`config.mk`:
```
export PLATFORM = sky130hd
export DESIGN_NAME = pg_retention_agent
export DESIGN_NICKNAME = d
export VERILOG_FILES = /design/src/rtl/pg_pkg.sv /design/src/rtl/pg_retention_mem.sv /design/src/rtl/pg_retention_agent.sv
export SDC_FILE = /design/constraint.sdc
export NUM_CORES = 1
export LEC_CHECK = 0
export BUFFER_PORTS_ARGS = -buffer_cell sky130_fd_sc_hd__buf_2
export CORE_MARGIN = 5
export CORE_UTILIZATION = 39
export DETAILED_ROUTE_END_ITERATION = 16
export GPL_TIMING_DRIVEN = 0
export PLACE_DENSITY = 0.64
export REMOVE_ABC_BUFFERS = 1
export SLEW_MARGIN = 20
export SYNTH_ARGS = -nofsm -noshare
export SYNTH_HDL_FRONTEND = slang
export SYNTH_HIERARCHICAL = 1
export SYNTH_SLANG_ARGS = --single-unit
```
`constraint.sdc`:
```
create_clock -name clk -period 4 [get_ports clk]
set_input_delay 0.4 -clock clk [delete_from_list [all_inputs] [get_ports clk]]
set_output_delay 0.4 -clock clk [all_outputs]
set_load 0.1 [all_outputs]
```
`src/rtl/pg_pkg.sv`:
```
`default_nettype none
// ============================================================================
//  Module      : pg_pkg
//  Description : Shared types and handshake constants for the power-gating
//                retention agent (FSM state encoding, ack / clock-enable
//                levels, request-conflict helper).
//  Revision    : 1.0 - initial release
// ============================================================================
package pg_pkg;

    // Agent FSM states, 3-bit explicit encoding.
    typedef enum logic [2:0] {
        IDLE        = 3'd0,
        WAIT_IDLE   = 3'd1,
        SAVE        = 3'd2,
        SAVE_ACK    = 3'd3,
        RETAINED    = 3'd4,
        RESTORE     = 3'd5,
        RESTORE_ACK = 3'd6
    } pg_state_e;

    // Handshake / clock-enable levels.
    localparam logic c_ACK_ON   = 1'b1;
    localparam logic c_ACK_OFF  = 1'b0;
    localparam logic c_CLK_RUN  = 1'b1;
    localparam logic c_CLK_STOP = 1'b0;

    // Save and restore requested together is a controller protocol error.
    function automatic logic req_conflict(input logic save_req, input logic restore_req);
        return save_req & restore_req;
    endfunction

endpackage
`default_nettype wire

```
`src/rtl/pg_retention_mem.sv`:
```
`default_nettype none
// ============================================================================
//  Module      : pg_retention_mem
//  Description : Always-on retention storage, NUM_WORDS x DATA_W.
//                One synchronous write port, one asynchronous read port.
//                Deliberately not reset: contents are qualified by the
//                agent's saved_valid flag.
//  Ports       : clk      - always-on clock
//                wr_en    - write strobe
//                wr_idx   - write word index
//                wr_data  - write data
//                rd_idx   - read word index
//                rd_data  - read data (combinational)
//  Revision    : 1.0 - initial release
// ============================================================================
module pg_retention_mem #(
    parameter int NUM_WORDS = 8,
    parameter int DATA_W    = 32,
    parameter int IDX_W     = $clog2(NUM_WORDS)
) (
    input  logic              clk,
    input  logic              wr_en,
    input  logic [IDX_W-1:0]  wr_idx,
    input  logic [DATA_W-1:0] wr_data,
    input  logic [IDX_W-1:0]  rd_idx,
    output logic [DATA_W-1:0] rd_data
);

    logic [DATA_W-1:0] r_mem [NUM_WORDS];

    always_ff @(posedge clk) begin
        if (wr_en) begin
            r_mem[wr_idx] <= wr_data;
        end
    end

    assign rd_data = r_mem[rd_idx];

endmodule
`default_nettype wire

```
`src/rtl/pg_retention_agent.sv`:
```
`default_nettype none
// ============================================================================
//  Module      : pg_retention_agent
//  Description : Block-side endpoint of the power-gating save/restore
//                handshake. Copies NUM_WORDS live state words into always-on
//                retention storage on save_state and writes them back on
//                restore_state, answering each with a 4-phase ack_to_ctrl.
//  Ports       : clk, rst          - always-on clock, sync active-high reset
//                save_state        - controller save request (level)
//                restore_state     - controller restore request (level)
//                power_switch_en   - block rail enabled
//                block_busy        - block still draining work
//                ack_to_ctrl       - 4-phase acknowledge
//                live_rd_idx/data  - read port into block state file
//                live_wr_en/idx/data - write port into block state file
//                clk_gate_en       - block functional clock enable
//                saved_valid       - retention storage holds a full snapshot
//                retention_err     - sticky protocol / abort error
//  Revision    : 1.0 - initial release
// ============================================================================
module pg_retention_agent
    import pg_pkg::*;
#(
    parameter int NUM_WORDS = 8,
    parameter int DATA_W    = 32,
    parameter int IDX_W     = $clog2(NUM_WORDS)
) (
    input  logic              clk,
    input  logic              rst,
    input  logic              save_state,
    input  logic              restore_state,
    input  logic              power_switch_en,
    input  logic              block_busy,
    output logic              ack_to_ctrl,
    output logic [IDX_W-1:0]  live_rd_idx,
    input  logic [DATA_W-1:0] live_rd_data,
    output logic              live_wr_en,
    output logic [IDX_W-1:0]  live_wr_idx,
    output logic [DATA_W-1:0] live_wr_data,
    output logic              clk_gate_en,
    output logic              saved_valid,
    output logic              retention_err
);

    localparam logic [IDX_W:0] c_LAST = (IDX_W+1)'(NUM_WORDS - 1);
    localparam logic [IDX_W:0] c_ONE  = (IDX_W+1)'(1);

    // ------------------------------------------------------------------
    // Registered state and outputs
    // ------------------------------------------------------------------
    pg_state_e         r_state;
    logic [IDX_W:0]    r_cnt;
    logic              r_ack;
    logic [IDX_W-1:0]  r_rd_idx;
    logic              r_wr_en;
    logic [IDX_W-1:0]  r_wr_idx;
    logic [DATA_W-1:0] r_wr_data;
    logic              r_clk_gate_en;
    logic              r_saved_valid;
    logic              r_err;

    // Next-state values
    pg_state_e         w_state_nxt;
    logic [IDX_W:0]    w_cnt_nxt;
    logic              w_ack_nxt;
    logic [IDX_W-1:0]  w_rd_idx_nxt;
    logic              w_wr_en_nxt;
    logic [IDX_W-1:0]  w_wr_idx_nxt;
    logic [DATA_W-1:0] w_wr_data_nxt;
    logic              w_clk_gate_en_nxt;
    logic              w_saved_valid_nxt;
    logic              w_err_nxt;

    logic [IDX_W:0]    w_cnt_inc;
    logic              w_last;
    logic              w_conflict;
    logic              w_mem_we;
    logic [IDX_W-1:0]  w_mem_rd_idx;
    logic [DATA_W-1:0] w_mem_rd_data;

    assign w_cnt_inc  = r_cnt + c_ONE;
    assign w_last     = (r_cnt == c_LAST);
    assign w_conflict = req_conflict(save_state, restore_state);

    // Capture happens in the same cycle live_rd_idx presents word r_cnt;
    // a dropping rail aborts, so the partial word is not captured.
    assign w_mem_we = (r_state == SAVE) && power_switch_en;

    // During restore the output registers are loaded one word ahead, so the
    // storage is read at the index that becomes current on the next edge.
    // From RETAINED the first word (index 0) is fetched.
    assign w_mem_rd_idx = (r_state == RESTORE) ? w_cnt_inc[IDX_W-1:0] : '0;

    pg_retention_mem #(
        .NUM_WORDS (NUM_WORDS),
        .DATA_W    (DATA_W),
        .IDX_W     (IDX_W)
    ) u_mem (
        .clk     (clk),
        .wr_en   (w_mem_we),
        .wr_idx  (r_cnt[IDX_W-1:0]),
        .wr_data (live_rd_data),
        .rd_idx  (w_mem_rd_idx),
        .rd_data (w_mem_rd_data)
    );

    // ------------------------------------------------------------------
    // State register
    // ------------------------------------------------------------------
    always_ff @(posedge clk) begin
        if (rst) begin
            r_state       <= IDLE;
            r_cnt         <= '0;
            r_ack         <= c_ACK_OFF;
            r_rd_idx      <= '0;
            r_wr_en       <= 1'b0;
            r_wr_idx      <= '0;
            r_wr_data     <= '0;
            r_clk_gate_en <= c_CLK_RUN;
            r_saved_valid <= 1'b0;
            r_err         <= 1'b0;
        end else begin
            r_state       <= w_state_nxt;
            r_cnt         <= w_cnt_nxt;
            r_ack         <= w_ack_nxt;
            r_rd_idx      <= w_rd_idx_nxt;
            r_wr_en       <= w_wr_en_nxt;
            r_wr_idx      <= w_wr_idx_nxt;
            r_wr_data     <= w_wr_data_nxt;
            r_clk_gate_en <= w_clk_gate_en_nxt;
            r_saved_valid <= w_saved_valid_nxt;
            r_err         <= w_err_nxt;
        end
    end

    // ------------------------------------------------------------------
    // Next-state / output logic
    // ------------------------------------------------------------------
    always_comb begin
        w_state_nxt       = r_state;
        w_cnt_nxt         = r_cnt;
        w_ack_nxt         = r_ack;
        w_rd_idx_nxt      = r_rd_idx;
        w_wr_en_nxt       = r_wr_en;
        w_wr_idx_nxt      = r_wr_idx;
        w_wr_data_nxt     = r_wr_data;
        w_clk_gate_en_nxt = r_clk_gate_en;
        w_saved_valid_nxt = r_saved_valid;
        w_err_nxt         = r_err;

        case (r_state)
            IDLE: begin
                if (r_ack) begin
                    // Finishing a write-less restore handshake; nothing new
                    // is accepted until the controller drops its request.
                    if (!restore_state) begin
                        w_ack_nxt = c_ACK_OFF;
                    end
                end else if (w_conflict) begin
                    w_err_nxt = 1'b1;
                end else if (save_state) begin
                    w_state_nxt       = WAIT_IDLE;
                    w_clk_gate_en_nxt = c_CLK_STOP;
                end else if (restore_state) begin
                    // Power was never removed: live state is still intact,
                    // so acknowledge without writing. Without a snapshot this
                    // is a controller error.
                    w_ack_nxt = c_ACK_ON;
                    if (!r_saved_valid) begin
                        w_err_nxt = 1'b1;
                    end
                end
            end

            WAIT_IDLE: begin
                if (!save_state) begin
                    w_state_nxt       = IDLE;
                    w_clk_gate_en_nxt = c_CLK_RUN;
                end else if (!block_busy) begin
                    w_state_nxt       = SAVE;
                    w_cnt_nxt         = '0;
                    w_rd_idx_nxt      = '0;
                    // The old snapshot is overwritten from here on.
                    w_saved_valid_nxt = 1'b0;
                end
            end

            SAVE: begin
                if (!power_switch_en) begin
                    w_state_nxt       = RETAINED;
                    w_saved_valid_nxt = 1'b0;
                    w_err_nxt         = 1'b1;
                end else if (w_last) begin
                    w_state_nxt       = SAVE_ACK;
                    w_saved_valid_nxt = 1'b1;
                end else begin
                    w_cnt_nxt    = w_cnt_inc;
                    w_rd_idx_nxt = w_cnt_inc[IDX_W-1:0];
                end
            end

            SAVE_ACK: begin
                if (!r_ack) begin
                    w_ack_nxt = c_ACK_ON;
                end else if (!save_state) begin
                    w_ack_nxt   = c_ACK_OFF;
                    w_state_nxt = RETAINED;
                end
            end

            RETAINED: begin
                if (w_conflict) begin
                    w_err_nxt = 1'b1;
                end else if (restore_state && power_switch_en) begin
                    // Load word 0 now so the first write strobe is visible
                    // in the first RESTORE cycle.
                    w_state_nxt   = RESTORE;
                    w_cnt_nxt     = '0;
                    w_wr_en_nxt   = 1'b1;
                    w_wr_idx_nxt  = '0;
                    w_wr_data_nxt = w_mem_rd_data;
                end
            end

            RESTORE: begin
                if (!power_switch_en) begin
                    // Snapshot is untouched, so the restore may be retried.
                    w_state_nxt = RETAINED;
                    w_wr_en_nxt = 1'b0;
                    w_err_nxt   = 1'b1;
                end else if (w_last) begin
                    w_state_nxt = RESTORE_ACK;
                    w_wr_en_nxt = 1'b0;
                end else begin
                    w_cnt_nxt     = w_cnt_inc;
                    w_wr_idx_nxt  = w_cnt_inc[IDX_W-1:0];
                    w_wr_data_nxt = w_mem_rd_data;
                end
            end

            RESTORE_ACK: begin
                if (!r_ack) begin
                    w_ack_nxt         = c_ACK_ON;
                    w_clk_gate_en_nxt = c_CLK_RUN;
                end else if (!restore_state) begin
                    w_ack_nxt   = c_ACK_OFF;
                    w_state_nxt = IDLE;
                end
            end

            default: begin
                w_state_nxt = IDLE;
            end
        endcase
    end

    assign ack_to_ctrl   = r_ack;
    assign live_rd_idx   = r_rd_idx;
    assign live_wr_en    = r_wr_en;
    assign live_wr_idx   = r_wr_idx;
    assign live_wr_data  = r_wr_data;
    assign clk_gate_en   = r_clk_gate_en;
    assign saved_valid   = r_saved_valid;
    assign retention_err = r_err;

endmodule
`default_nettype wire

```
==> out/metrics.yaml <==
outcome: "complete, no violations"
fin_crit_ps: 3540
worstMarginPinSlew_ps: 834
critPathRequiredTime_ps: 4410
setup_violations: 0
drive_gt1_share_pct: 29.1
critPathArrivalTime_ps: 3950
fmax_ghz: 0.283
r2r_start: "r_state[2]"
nFillCells: 2574
synth_edf_count: 256
grt_max_degree: 54
p_leak_nw: 4.71
period_share_pct: 88.5
final_antenna_net_count: 0
initial_core_util_pct: 39.5
final_cell_mix: "edfxtp_1 (256), buf_2 (79), nand2_1 (77)"
h-tree-depth: 1
wirelength_um: 24600
post_cts_resized: 0
die_h_um: 186
path_delay_family: "simple AND/OR/NAND/NOR gates"
yosys_warnings: 6
grt_pass1_wl_um: 38000
start_kind: "register"
crit_start: "r_state[2]"
fp.coreArea_um2: 30700
skew_ps: 16.2
post-place-ws_ps: 426
clock_sinks: 306
num_vias: 6339
first_pass_iters: 5
die_x_um: 186
slew_headroom_pct: 44.3
postLayoutSetupSlackWorst_ps: 461
grt-ovfl-total: 0
dieArea_um2: 34700
syn_inst: 672
clockBufferDepth: 3
synth.distinct_cells: 52
fin_nets: 812
cp_slowest_stage_delay_ps: 860
whs_ps: 102
clock-root-buffer: "clkbuf_16"
place.port_buffers: 80
wl_per_cell_um: 20.6
path_class: "reg -> reg"
path_max_fanout: 25
rsz0062_at_grt: "no"
critPathCaptureType: "register"
hp-class: "in -> reg"
cp_slowest_cell: "dfxtp_1"
power_density_nw_per_um2: 490
async_flop_share_pct: 0
synth-seq-cells: 306
dp_hpwl_um: 15500
cts.hold.buffers_added: 0
fp-row-count: 64
drc: 0
insertion_delay_ps: 560
path_clk_slew_ps: 70
antenna_found_initial: 4
n_antenna_cell: 0
critPathCapture: "live_wr_data[24]"
ios: 81
synth.avg_cell_area_um2: 18.0
r2r_slack_ps: 460
r2r_end: "live_wr_data[24]"
setup-tns-final_ps: 0
path_cells: "nand3_1, nor2_4, buf_12, buf_12, mux4_1, mux2_2, nand2_1, a21oi_1"
crit_path_frequent_cell: "buf_12"
gr-usage-all-layers_pct: 14.2
ir_drop_uv: 306
layout_commonest_cell: "edfxtp_1"
cp.depth: 8
netlist_area_um2: 12100
tritoncts: "built"
post_cts_buffers: 0
critical_path_buf_inv_count: 2
yosysSeqAreaShare_pct: 71.7
utilization_pct: 46.9
numCtsBuffers: 31
syn2layout_area_growth_pct: 18.7
final_max_slew_viol_count: 0
reg2regPathDepth: 8
place_congestion: 0.769
vias_per_cell: 5.31
synth-main-ff-cell: "edfxtp_1"
report.final.hold_viol_count: 0
drt_iter0_drc: 338
grt_pass1_vias: 6343
drv_cap: 0
==> per-layer routing <==
| metal | vias up | share of wire [%] | GRT usage [%] |
|---|---|---|---|
| met5 | - | 0.18 | 0 |
| met4 | 8 | 2.0 | 3.06 |
| met3 | 45 | 5.8 | 3.13 |
| met2 | 154 | 47 | 22.6 |
| met1 | 3239 | 45 | 20.4 |
| li1 | 2893 | - | - |
==> cells in the mapped netlist, drive strengths merged (3+ instances only) <==
library cell    n  area share (%)
a211oi          3            0.19
a21oi          47             1.9
and3b           3            0.22
buf            30             1.8
clkbuf          9            0.28
dfxtp          50             8.3
edfxtp        256              63
mux2           33             3.1
mux2i           3            0.25
mux4           64              13
nand2          77             2.4
nand2b          9            0.46
nand3           4            0.17
nor2           29            0.96
nor2b           3            0.15
nor3            8            0.33
o21ai           4            0.17
o21bai          3            0.19
o22ai           4            0.26
or4             3            0.19
==> sequential cells by signal, indices dropped and copies added, names as in the netlist, 3 cells and up <==
signal / cells
u_mem/r_mem: 256
r_cnt: 4
live_wr_idx: 3
live_rd_idx: 3
r_state: 3
live_wr_data: 32
==> per-stage QoR <==
stage                     total power [mW]  area, um2  cells
after detailed placement              4.35      13400   1136
after global routing                  7.33      14400   1194
after CTS                             7.12      14400   1194
final                                 7.04      14400   1194
after floorplan                       4.14      11900    633
after global placement                4.32      12800   1109
==> worst reg2reg max path, stage by stage, from the launching register on <==
cell	delay (ps)
dfxtp_1	860
nand3_1	360
nor2_4	680
buf_12	280
buf_12	210
mux4_1	580
mux2_2	280
nand2_1	100
a21oi_1	70
==> logic make-up after synthesis <==
family	Yosys count	synth area share (%)
AOI/OAI and AO/OA	73	3.76
xor gates and xnor gates	1	0.0723
muxes	100	16.4
DFF	306	71.7
and+or+nand+nor	150	5.82
buffers and inverters	41	2.12
adders and majority gates	1	0.103
==> cell type report <==
cell class | count | area [um2] | share of cell area (%)
Clock buffer | 44 | 875 | 6.08
Multi-Input combinational cell | 325 | 3250 | 22.6
Sequential cell | 306 | 8690 | 60.4
Timing Repair Buffer | 107 | 943 | 6.56
Clock inverter | 14 | 121 | 0.844
Inverter | 2 | 7.51 | 0.0522
Tap cell | 396 | 495 | 3.44
==> power breakdown <==
group | switching (mW) | total, mW | leakage [nW] | internal (mW)
registers | 0.0787 | 3.61 | 2.71 | 3.54
clock network | 1.17 | 2.76 | 0.487 | 1.59
logic | 0.426 | 0.667 | 1.51 | 0.241
total | 1.67 | 7.04 | 4.71 | 5.37
==> worst min-delay path by stage <==
stage | cells after the start | from | slack, ps | endpoint
detailed placement | 2 | live_wr_data[1] | 440 | live_wr_data[1]
global route | 1 | live_rd_data[4] | 80 | u_mem/r_mem[2][4]
global placement | 2 | live_wr_data[13] | 440 | live_wr_data[13]
floorplan | 2 | r_cnt[3] | 460 | r_cnt[3]
finish | 1 | live_rd_data[4] | 100 | u_mem/r_mem[2][4]
CTS | 1 | live_rd_data[4] | 80 | u_mem/r_mem[2][4]
(Power assumes the default switching activity.)
